File: src/rtl/rst_seq_gen_if.sv
// -----------------------------------------------------------------------------
// rst_seq_gen_if
//   Groups the request/status signals of rst_seq_gen so the generator and its
//   consumer (or a testbench) connect through one bundle. The clock and the
//   asynchronous system reset stay plain ports on the module.
//
//   Signals
//     soft_rst_req_i  consumer -> generator  single-cycle soft reset request
//     rstn_o          generator -> consumer  staggered active-low resets
//     rst_done_o      generator -> consumer  all rstn_o bits released
//     stage_o         generator -> consumer  number of rstn_o bits released
//     dbg_state_o     generator -> consumer  current sequencer state encoding
//
//   Request semantics: there is no valid/ready pair. soft_rst_req_i is
//   sampled on every rising clk_sys_i edge and acts as a one-cycle "valid";
//   the generator is always "ready" in HOLD/STEP/DONE/SOFT, and drops the
//   request while still in SYNC because every output is already low there.
// -----------------------------------------------------------------------------
interface rst_seq_gen_if #(
    parameter int G_NUM_RST = 4
);
    logic                 soft_rst_req_i;
    logic [G_NUM_RST-1:0] rstn_o;
    logic                 rst_done_o;
    logic [4:0]           stage_o;
    logic [2:0]           dbg_state_o;

    // Consumer side: raises requests, observes the reset outputs.
    modport master (
        output soft_rst_req_i,
        input  rstn_o,
        input  rst_done_o,
        input  stage_o,
        input  dbg_state_o
    );

    // Generator side.
    modport slave (
        input  soft_rst_req_i,
        output rstn_o,
        output rst_done_o,
        output stage_o,
        output dbg_state_o
    );
endinterface

File: src/rtl/rst_seq_gen.sv
// -----------------------------------------------------------------------------
// rst_seq_gen
//   Staggered reset sequencer. One system clock in, G_NUM_RST active-low reset
//   outputs released one after another so downstream pipeline stages come out
//   of reset in a fixed order. The release of sys_rstn_i is synchronised to
//   clk_sys_i, the first output follows after G_RST_DELAY cycles, each further
//   output after G_STAGE_GAP cycles. A soft request drops every output for
//   G_SOFT_RST_LEN cycles and then replays the full sequence.
//
//   Parameters
//     G_NUM_RST       number of reset outputs (1..16)
//     G_SYNC_STAGES   reset-release synchroniser depth (2..4)
//     G_RST_DELAY     cycles from synchronised release to rstn_o[0] high (>=1)
//     G_STAGE_GAP     cycles between consecutive output releases (>=1)
//     G_SOFT_RST_LEN  cycles all outputs are held low after a soft request (>=1)
//
//   Ports
//     clk_sys_i       in   system clock
//     sys_rstn_i      in   asynchronous active-low system reset
//     bus             rst_seq_gen_if.slave:
//                       soft_rst_req_i in, rstn_o / rst_done_o / stage_o /
//                       dbg_state_o out
//
//   Output properties: all outputs are registered, rstn_o is thermometer coded
//   (bit 0 released first), stage_o equals the number of released bits, and a
//   released bit only falls on sys_rstn_i or an accepted soft request.
// -----------------------------------------------------------------------------
module rst_seq_gen #(
    parameter int G_NUM_RST      = 4,
    parameter int G_SYNC_STAGES  = 2,
    parameter int G_RST_DELAY    = 16,
    parameter int G_STAGE_GAP    = 8,
    parameter int G_SOFT_RST_LEN = 4
) (
    input  logic         clk_sys_i,
    input  logic         sys_rstn_i,
    rst_seq_gen_if.slave bus
);

    function automatic int f_max3(input int a, input int b, input int c);
        int m;
        m = a;
        if (b > m) m = b;
        if (c > m) m = c;
        return m;
    endfunction

    // The counter only ever has to reach (longest interval - 1); one spare
    // value keeps the terminal compare from ever wrapping.
    localparam int C_CNT_MAX = f_max3(G_RST_DELAY, G_STAGE_GAP, G_SOFT_RST_LEN);
    localparam int CW        = $clog2(C_CNT_MAX + 1);

    // The FSM leaving SYNC acts as the last synchroniser flop, so only
    // G_SYNC_STAGES-1 dedicated flops are needed to make HOLD start on the
    // G_SYNC_STAGES-th rising edge after sys_rstn_i rises.
    localparam int SW = G_SYNC_STAGES - 1;

    typedef enum logic [2:0] {
        ST_SYNC = 3'd0,
        ST_HOLD = 3'd1,
        ST_STEP = 3'd2,
        ST_DONE = 3'd3,
        ST_SOFT = 3'd4
    } state_t;

    // -------------------------------------------------------------------------
    // Registers
    // -------------------------------------------------------------------------
    logic [SW-1:0]        r_sync;
    state_t               r_state;
    logic [CW-1:0]        r_cnt;
    logic [G_NUM_RST-1:0] r_rstn;
    logic [4:0]           r_stage;
    logic                 r_done;

    // -------------------------------------------------------------------------
    // Next-state wires
    // -------------------------------------------------------------------------
    state_t               w_state_nxt;
    logic [CW-1:0]        w_cnt_nxt;
    logic [G_NUM_RST-1:0] w_rstn_nxt;
    logic [4:0]           w_stage_nxt;
    logic                 w_done_nxt;

    logic                 w_sync_rel;
    logic [G_NUM_RST-1:0] w_rstn_shift;
    logic [4:0]           w_stage_inc;
    logic                 w_last;
    logic                 w_hold_end;
    logic                 w_step_end;
    logic                 w_soft_end;

    assign w_sync_rel = r_sync[SW-1];

    // Releasing the next output is a thermometer shift: one more 1 from bit 0.
    assign w_rstn_shift = (r_rstn << 1) | G_NUM_RST'(1);
    assign w_stage_inc  = r_stage + 5'd1;
    assign w_last       = (w_stage_inc == 5'(G_NUM_RST));

    assign w_hold_end = (r_cnt == CW'(G_RST_DELAY - 1));
    assign w_step_end = (r_cnt == CW'(G_STAGE_GAP - 1));
    assign w_soft_end = (r_cnt == CW'(G_SOFT_RST_LEN - 1));

    // -------------------------------------------------------------------------
    // Reset-release synchroniser: async clear, shifts in a constant 1.
    // -------------------------------------------------------------------------
    always_ff @(posedge clk_sys_i or negedge sys_rstn_i) begin
        if (!sys_rstn_i) begin
            r_sync <= '0;
        end else begin
            r_sync <= (r_sync << 1) | SW'(1);
        end
    end

    // -------------------------------------------------------------------------
    // Sequencer state register
    // -------------------------------------------------------------------------
    always_ff @(posedge clk_sys_i or negedge sys_rstn_i) begin
        if (!sys_rstn_i) begin
            r_state <= ST_SYNC;
            r_cnt   <= '0;
            r_rstn  <= '0;
            r_stage <= '0;
            r_done  <= 1'b0;
        end else begin
            r_state <= w_state_nxt;
            r_cnt   <= w_cnt_nxt;
            r_rstn  <= w_rstn_nxt;
            r_stage <= w_stage_nxt;
            r_done  <= w_done_nxt;
        end
    end

    // -------------------------------------------------------------------------
    // Sequencer next-state / output logic
    // -------------------------------------------------------------------------
    always_comb begin
        w_state_nxt = r_state;
        w_cnt_nxt   = r_cnt;
        w_rstn_nxt  = r_rstn;
        w_stage_nxt = r_stage;
        w_done_nxt  = r_done;

        case (r_state)
            ST_SYNC: begin
                // Soft requests are dropped here: all outputs are low anyway.
                if (w_sync_rel) begin
                    w_state_nxt = ST_HOLD;
                    w_cnt_nxt   = '0;
                end
            end

            ST_HOLD: begin
                if (bus.soft_rst_req_i) begin
                    w_state_nxt = ST_SOFT;
                    w_cnt_nxt   = '0;
                    w_rstn_nxt  = '0;
                    w_stage_nxt = '0;
                    w_done_nxt  = 1'b0;
                end else if (w_hold_end) begin
                    // With a single output this release is also the last one.
                    w_rstn_nxt  = w_rstn_shift;
                    w_stage_nxt = w_stage_inc;
                    w_cnt_nxt   = '0;
                    w_done_nxt  = w_last;
                    w_state_nxt = w_last ? ST_DONE : ST_STEP;
                end else begin
                    w_cnt_nxt = r_cnt + CW'(1);
                end
            end

            ST_STEP: begin
                if (bus.soft_rst_req_i) begin
                    w_state_nxt = ST_SOFT;
                    w_cnt_nxt   = '0;
                    w_rstn_nxt  = '0;
                    w_stage_nxt = '0;
                    w_done_nxt  = 1'b0;
                end else if (w_step_end) begin
                    w_rstn_nxt  = w_rstn_shift;
                    w_stage_nxt = w_stage_inc;
                    w_cnt_nxt   = '0;
                    w_done_nxt  = w_last;
                    w_state_nxt = w_last ? ST_DONE : ST_STEP;
                end else begin
                    w_cnt_nxt = r_cnt + CW'(1);
                end
            end

            ST_DONE: begin
                if (bus.soft_rst_req_i) begin
                    w_state_nxt = ST_SOFT;
                    w_cnt_nxt   = '0;
                    w_rstn_nxt  = '0;
                    w_stage_nxt = '0;
                    w_done_nxt  = 1'b0;
                end
            end

            ST_SOFT: begin
                // A fresh request restarts the hold-low window from zero.
                if (bus.soft_rst_req_i) begin
                    w_cnt_nxt = '0;
                end else if (w_soft_end) begin
                    w_state_nxt = ST_HOLD;
                    w_cnt_nxt   = '0;
                end else begin
                    w_cnt_nxt = r_cnt + CW'(1);
                end
            end

            default: begin
                w_state_nxt = ST_SYNC;
                w_cnt_nxt   = '0;
                w_rstn_nxt  = '0;
                w_stage_nxt = '0;
                w_done_nxt  = 1'b0;
            end
        endcase
    end

    // -------------------------------------------------------------------------
    // Outputs (all straight from flops)
    // -------------------------------------------------------------------------
    assign bus.rstn_o      = r_rstn;
    assign bus.stage_o     = r_stage;
    assign bus.rst_done_o  = r_done;
    assign bus.dbg_state_o = r_state;

endmodule

File: src/flat_wrapper.sv
// flat-port wrapper written by rule: the top's interface ports become plain ports
module rst_seq_gen_flat 
#(
    parameter int G_NUM_RST      = 4,
    parameter int G_SYNC_STAGES  = 2,
    parameter int G_RST_DELAY    = 16,
    parameter int G_STAGE_GAP    = 8,
    parameter int G_SOFT_RST_LEN = 4
)
  (clk_sys_i, sys_rstn_i, bus_soft_rst_req_i, bus_rstn_o, bus_rst_done_o, bus_stage_o, bus_dbg_state_o);
  rst_seq_gen_if #(.G_NUM_RST(G_NUM_RST)) bus_i ();
  input  logic clk_sys_i;
  input  logic sys_rstn_i;
  input wire logic [$bits(bus_i.soft_rst_req_i)-1:0] bus_soft_rst_req_i;
  output wire logic [$bits(bus_i.rstn_o)-1:0] bus_rstn_o;
  output wire logic [$bits(bus_i.rst_done_o)-1:0] bus_rst_done_o;
  output wire logic [$bits(bus_i.stage_o)-1:0] bus_stage_o;
  output wire logic [$bits(bus_i.dbg_state_o)-1:0] bus_dbg_state_o;
  assign bus_i.soft_rst_req_i = bus_soft_rst_req_i;
  assign bus_rstn_o = bus_i.rstn_o;
  assign bus_rst_done_o = bus_i.rst_done_o;
  assign bus_stage_o = bus_i.stage_o;
  assign bus_dbg_state_o = bus_i.dbg_state_o;
  rst_seq_gen #(.G_NUM_RST(G_NUM_RST), .G_SYNC_STAGES(G_SYNC_STAGES), .G_RST_DELAY(G_RST_DELAY), .G_STAGE_GAP(G_STAGE_GAP), .G_SOFT_RST_LEN(G_SOFT_RST_LEN)) u_core (.clk_sys_i(clk_sys_i), .sys_rstn_i(sys_rstn_i), .bus(bus_i));
endmodule
File: config.mk
export PLATFORM = sky130hd
export DESIGN_NAME = rst_seq_gen_flat
export DESIGN_NICKNAME = d
export VERILOG_FILES = /design/src/rtl/rst_seq_gen_if.sv /design/src/rtl/rst_seq_gen.sv /design/src/flat_wrapper.sv
export SDC_FILE = /design/constraint.sdc
export NUM_CORES = 1
export LEC_CHECK = 0
export ABC_AREA = 1
export BUFFER_PORTS_ARGS = -buffer_cell sky130_fd_sc_hd__clkbuf_2
export CAP_MARGIN = 30
export CORE_MARGIN = 1
export CORE_UTILIZATION = 40
export DETAILED_ROUTE_END_ITERATION = 6
export PLACE_DENSITY = 0.63
export SYNTH_ARGS = -nofsm -noshare
export SYNTH_HDL_FRONTEND = slang
export SYNTH_SLANG_ARGS = --single-unit
File: constraint.sdc
create_clock -name clk_sys_i -period 4 [get_ports clk_sys_i]
set_clock_uncertainty 0.05 [all_clocks]
set_input_delay 0.2 -clock clk_sys_i [delete_from_list [all_inputs] [get_ports clk_sys_i]]
set_output_delay 0.2 -clock clk_sys_i [all_outputs]
set_load 0.005 [all_outputs]
### Word level (Yosys, flattened, before mapping)

Index checks and enable logic that the tools add are counted.

* register bits after elaboration: 19

* add/subtract/negate cells: 2
* equality and inequality tests: 14
* muxes and demuxes: 36
* bitwise logic cells: 1
* reductions and logical operators: 5

Operator list (count)
* $mux 5: 12
* $pmux 5 s5: 1
* $mux 3: 8
* $mux 4: 5
* $pmux 5 s4: 1
* $pmux 4 s4: 1
* $pmux 3 s5: 1
* $add 5x1->5 const B: 2
* $eq 5x3->1 const B: 2
* $eq 3x2->1 const B: 2
* $mux 1: 6
* $ne 3x2->1 const B: 2
* $reduce_and 6->1: 1
* $eq 5x2->1 const B: 1
* $eq 5x4->1 const B: 1
* $ne 2x1->1 const B: 2
* $ne 2x2->1 const B: 2
* $pmux 1 s4: 1
* $reduce_and 4->1: 1
* $eq 3x1->1 const B: 1
* $eq 3x3->1 const B: 1
* $logic_not 3->1: 1
* $reduce_and 2->1: 1
* $reduce_or 2->1: 1
* $not 1->1: 1

### Logic depth before layout (Yosys ltp)

* depth after elaboration: 6
* gate-level depth with buffers: 12
* mapped depth without buffers: 12

### Least setup slack after synthesis

Ideal clock, no wire load.

* kind: reg-to-reg
* start point: register u_core.r_cnt[0]
* end point: register u_core.r_stage[2], in the netlist u_core.bus.stage_o[2]
* setup time: 118 ps
* data arrival time: 1487 ps
* slack: 2344 ps
* stages on the path, launching flop included: 12
* clock period less this slack: 1656 ps
* cells stage by stage: dfrtp_1 -> ha_1 -> nand2_1 -> inv_1 -> nand2_1 -> inv_1 -> ha_1 -> inv_1 -> nand3_4 -> nand3_4 -> buf_12 -> o21ai_2

* cells in the longest elaborated chain, start to end: 3

Ends and longest elaborated chain
* start, declared: RTL line rst_seq_gen.sv:71 `logic [CW-1:0] r_cnt;`
* start signal, assigned: RTL line rst_seq_gen.sv:127 `r_cnt <= w_cnt_nxt;`
* $eq 5x3->1 or $eq 5x4->1 (tied branches): RTL line rst_seq_gen.sv:101, rst_seq_gen.sv:100
* $ne 3x2->1 (no line)
* $reduce_and 4->1 (no line) (*)
* end signal, assigned: RTL line rst_seq_gen.sv:129 `r_stage <= w_stage_nxt;`
* end, declared: RTL line rst_seq_gen.sv:73 `logic [4:0] r_stage;`

Every way passes the cells marked *; elsewhere a longest branch is shown, timed or not.
A chain may end at the register's enable or synchronous reset.

### Worst setup path in the final report

* start point: register u_core.r_cnt[0]
* end point: register u_core.r_rstn[1], in the netlist u_core.bus.rstn_o[1]

* cells in the longest elaborated chain, start to end: 3

Ends and longest elaborated chain
* $eq 5x3->1 or $eq 5x4->1 (tied branches): RTL line rst_seq_gen.sv:101, rst_seq_gen.sv:100
* $ne 3x2->1 (no line)
* $reduce_and 4->1 (no line) (*)
* end signal, assigned: RTL line rst_seq_gen.sv:128 `r_rstn <= w_rstn_nxt;`
* end, declared: RTL line rst_seq_gen.sv:72 `logic [G_NUM_RST-1:0] r_rstn;`

Marks and branches as above.

==> results.py <==
metrics = {
    "floorplan": {
        "placement_rows": 19,
        "dieArea_um2": 3178,
        "dieHeight_um": 56.37,
        "initial_core_util_pct": 42.51,
        "num_io_pins": 16,
        "coreArea_um2": 2781,
        "die_x_um": 56.37,
    },
    "synthesis": {
        "yosys_warnings": 0,
        "ys_top_cells_by_area": "dfrtp_1 (40%), nand2_1 (12%), nand3_1 (6.3%)",
        "synth_compound_area_share_pct": 9.947,
        "synth_top_family_by_area": "simple AND/OR/NAND/NOR gates",
        "synth-xor-area-share_pct": 0.7407,
        "async_flop_share_pct": 100.0,
        "synthesis.area_um2": 1182,
        "syn_area_per_cell_um2": 7.935,
        "yosysUniqueCellTypes": 23,
        "synth_adder_area_share_pct": 5.291,
        "synth_edf_count": 0,
        "synth.mux.area_fraction_pct": 0,
        "syn-num-nets": 157,
        "netlist.area_leader.share_pct": 40.21,
        "synth-simple-area-share_pct": 35.13,
        "syn_inst": 149,
        "synth-main-ff-cell": "dfrtp_1",
        "yosysSeqAreaShare_pct": 40.21,
        "yosys_register_bits": 19,
        "yosys.area.top_type": "dfrtp_1",
    },
    "route": {
        "vias_per_cell": 4.924,
        "ant_nets": 0,
        "vias": 975,
        "drc": 0,
        "drt_iter0_markers": 45,
        "dr.pass1.iters": 4,
        "drt-wirelength-per-cell_um": 11.37,
        "detail_route.wirelength_um": 2251,
    },
    "worst_setup_path": {
        "r2r_start": "u_core.r_cnt[0]",
        "crit_required_ps": 4180,
        "path_cells": "ha_1 > nand2_1 > inv_1 > nand2_1 > inv_1 > ha_1 > inv_1 > nand3_4 > nand3_4 > nand2_1 > o21ai_2",
        "slowest_delay_ps": 410,
        "r2r_setup_slack_ps": 2190,
        "reg2reg_depth": 11,
        "cpMaxStageDelayCell": "dfrtp_1",
        "worstReg2RegEnd": "u_core.bus.rstn_o[1]",
        "startpoint_type": "flop",
        "critPathKind": "reg -> reg",
        "crit_path_max_fanout": 19,
        "worstPathArrival_ps": 1990,
        "worstSetupEndpointType": "flop",
    },
    "place": {
        "hpwl_um": 1695,
        "pre_cts_slack_ps": 2190,
        "gp_congestion": 0.8304,
        "portBuffers": 15,
    },
    "grt": {
        "groute.usage.overall_pct": 15.45,
        "grt_pass1_vias": 906,
        "grt_max_degree": 20,
        "grt_pass1_wl_um": 3884,
        "grt.overflow.total": 0,
        "grt_antenna_before_repair": 0,
    },
    "final_layout": {
        "multi_input_area_um2": 608.1,
        "regArea_um2": 475.5,
        "diodes": 0,
        "syn_to_final_growth_pct": 10.79,
        "drive_above_1_share_pct": 26.95,
        "mostFrequentLayoutCells": "nand2_1 (39), dfrtp_1 (19), inv_1 (16), nand3_1 (15), clkbuf_2 (15)",
        "fin_util_pct": 47.10,
        "fillers": 279,
        "layout_commonest_cell": "nand2_1",
        "nNetsFinal": 176,
    },
    "clock_network": {
        "postCtsSetupBuffers": 0,
        "htree_num_levels": 1,
        "numCtsBuffers": 3,
        "clk_path_buf_depth": 2,
        "clk_pin_slew_ps": 100,
        "clock-sinks": 19,
        "cts-root-buf": "clkbuf_4",
        "cts_tree": "done",
        "clock_latency_ps": 310,
        "post_cts_resized": 0,
    },
    "timing": {
        "fin_tns_setup_ps": 0,
        "min_period_ps": 1807,
        "fmax_mhz": 553.4,
        "fin_crit_sh_pct": 45.18,
        "setup_viol": 0,
        "drv_slew": 0,
        "fin_ws_ps": 2193,
        "rsz0062_at_grt": "false",
        "final-hold-violation-count": 0,
    },
    "job": {
        "max-cap-violations": 0,
    },
    "run_status": {
        "status": "complete, no violations",
    },
    "worst_hold_path": {
        "holdPathEnd": "u_core.bus.dbg_state_o[0]",
        "worstHoldStart": "bus_soft_rst_req_i",
        "hold_path_class": "in -> reg",
        "whs_path_depth": 3,
    },
    "pwr": {
        "power_density_nw_per_um2": 517.1,
        "leakage_nw": 0.7082,
        "finalPower_uw": 677.5,
        "ir_worst_vdd_mv": 0.3229,
    },
}
-- stage by stage --
step / cell area, µm² / instances / hold slack (ps)
2_1_floorplan: 1182 / 149 / -145.6
3_3_place_gp: 1272 / 193 / 134.2
3_5_place_dp: 1272 / 193 / 143.7
4_1_cts: 1310 / 198 / 205.1
5_1_grt: 1310 / 198 / 214.7
6_report: 1310 / 198 / 208.6
-- final cells by class --
| class | instances | share of cell area, % |
|---|---|---|
| inverters | 20 | 5.731 |
| well taps | 31 | 2.961 |
| clock inverters | 1 | 0.3820 |
| repair buffers | 16 | 6.495 |
| multi-input cells | 108 | 46.42 |
| clock buffers | 3 | 1.719 |
| flip-flops and latches | 19 | 36.29 |
-- power by group --
| group | leakage, nW | internal [mW] | switching (mW) | total, mW |
|---|---|---|---|---|
| clock network | 0.0177 | 0.0373 | 0.0618 | 0.0991 |
| registers | 0.256 | 0.228 | 0.0455 | 0.273 |
| logic | 0.434 | 0.0989 | 0.206 | 0.305 |
| total | 0.708 | 0.364 | 0.314 | 0.677 |
-- critical path: cells and delay by family (launching register included) --
family                     cells  cell delay (ps)
AOI/OAI and AO/OA              1               60
and+or+nand+nor                5              590
DFF                            1              410
adders and majority gates      2              410
buffers and inverters          3              210
-- cell families after synthesis --
| logic type | after synthesis |
|---|---|
| AO/OA/AOI/OAI | 16 |
| adder cells (fa/ha/maj) | 5 |
| AND/OR/NAND/NOR | 85 |
| buffers and inverters | 22 |
| XOR/XNOR | 1 |
| flip-flops | 19 |
| other | 1 |
-- layer usage --
metal	wire (µm)	up-vias	track usage [%]	share of wire, %
li1	-	512	-	-
met1	1092	450	18.78	49
met2	1097	13	27.38	49
met3	61	0	4.839	2.7
met4	0	0	2.091	0
met5	0	-	0	0
-- worst max-delay path by stage --
stage	startpoint	endpoint	slack, ps	cells after the start
after global placement	u_core.r_cnt[0]	u_core.bus.rst_done_o	2240	10
after global routing	u_core.r_cnt[0]	u_core.bus.stage_o[2]	2000	11
final	u_core.r_cnt[0]	u_core.bus.rstn_o[1]	2190	11
after floorplan	u_core.r_cnt[0]	u_core.bus.stage_o[2]	2340	11
after CTS	u_core.r_cnt[0]	u_core.bus.rstn_o[1]	2180	11
after detailed placement	u_core.r_cnt[0]	u_core.bus.rst_done_o	2190	10
-- timing repair --
item,in CTS,in global routing
hold buffers,1,0
setup endpoints to repair,0,0
hold endpoints to repair,19,0
-- state kept, by name, summed over array words and instances, names as in the netlist --
name,flops
u_core.bus.dbg_state_o,3
u_core.bus.rst_done_o,1
u_core.bus.rstn_o,4
u_core.bus.stage_o,5
u_core.r_cnt,5
u_core.r_sync,1
-- synth_stat cells, drive strengths merged (5+ instances only) --
master	number
dfrtp	19
ha	5
inv	20
nand2	43
nand3	19
nand4	6
nor2	16
o21ai	13
Note: power is estimated with default switching activity, not from simulation.
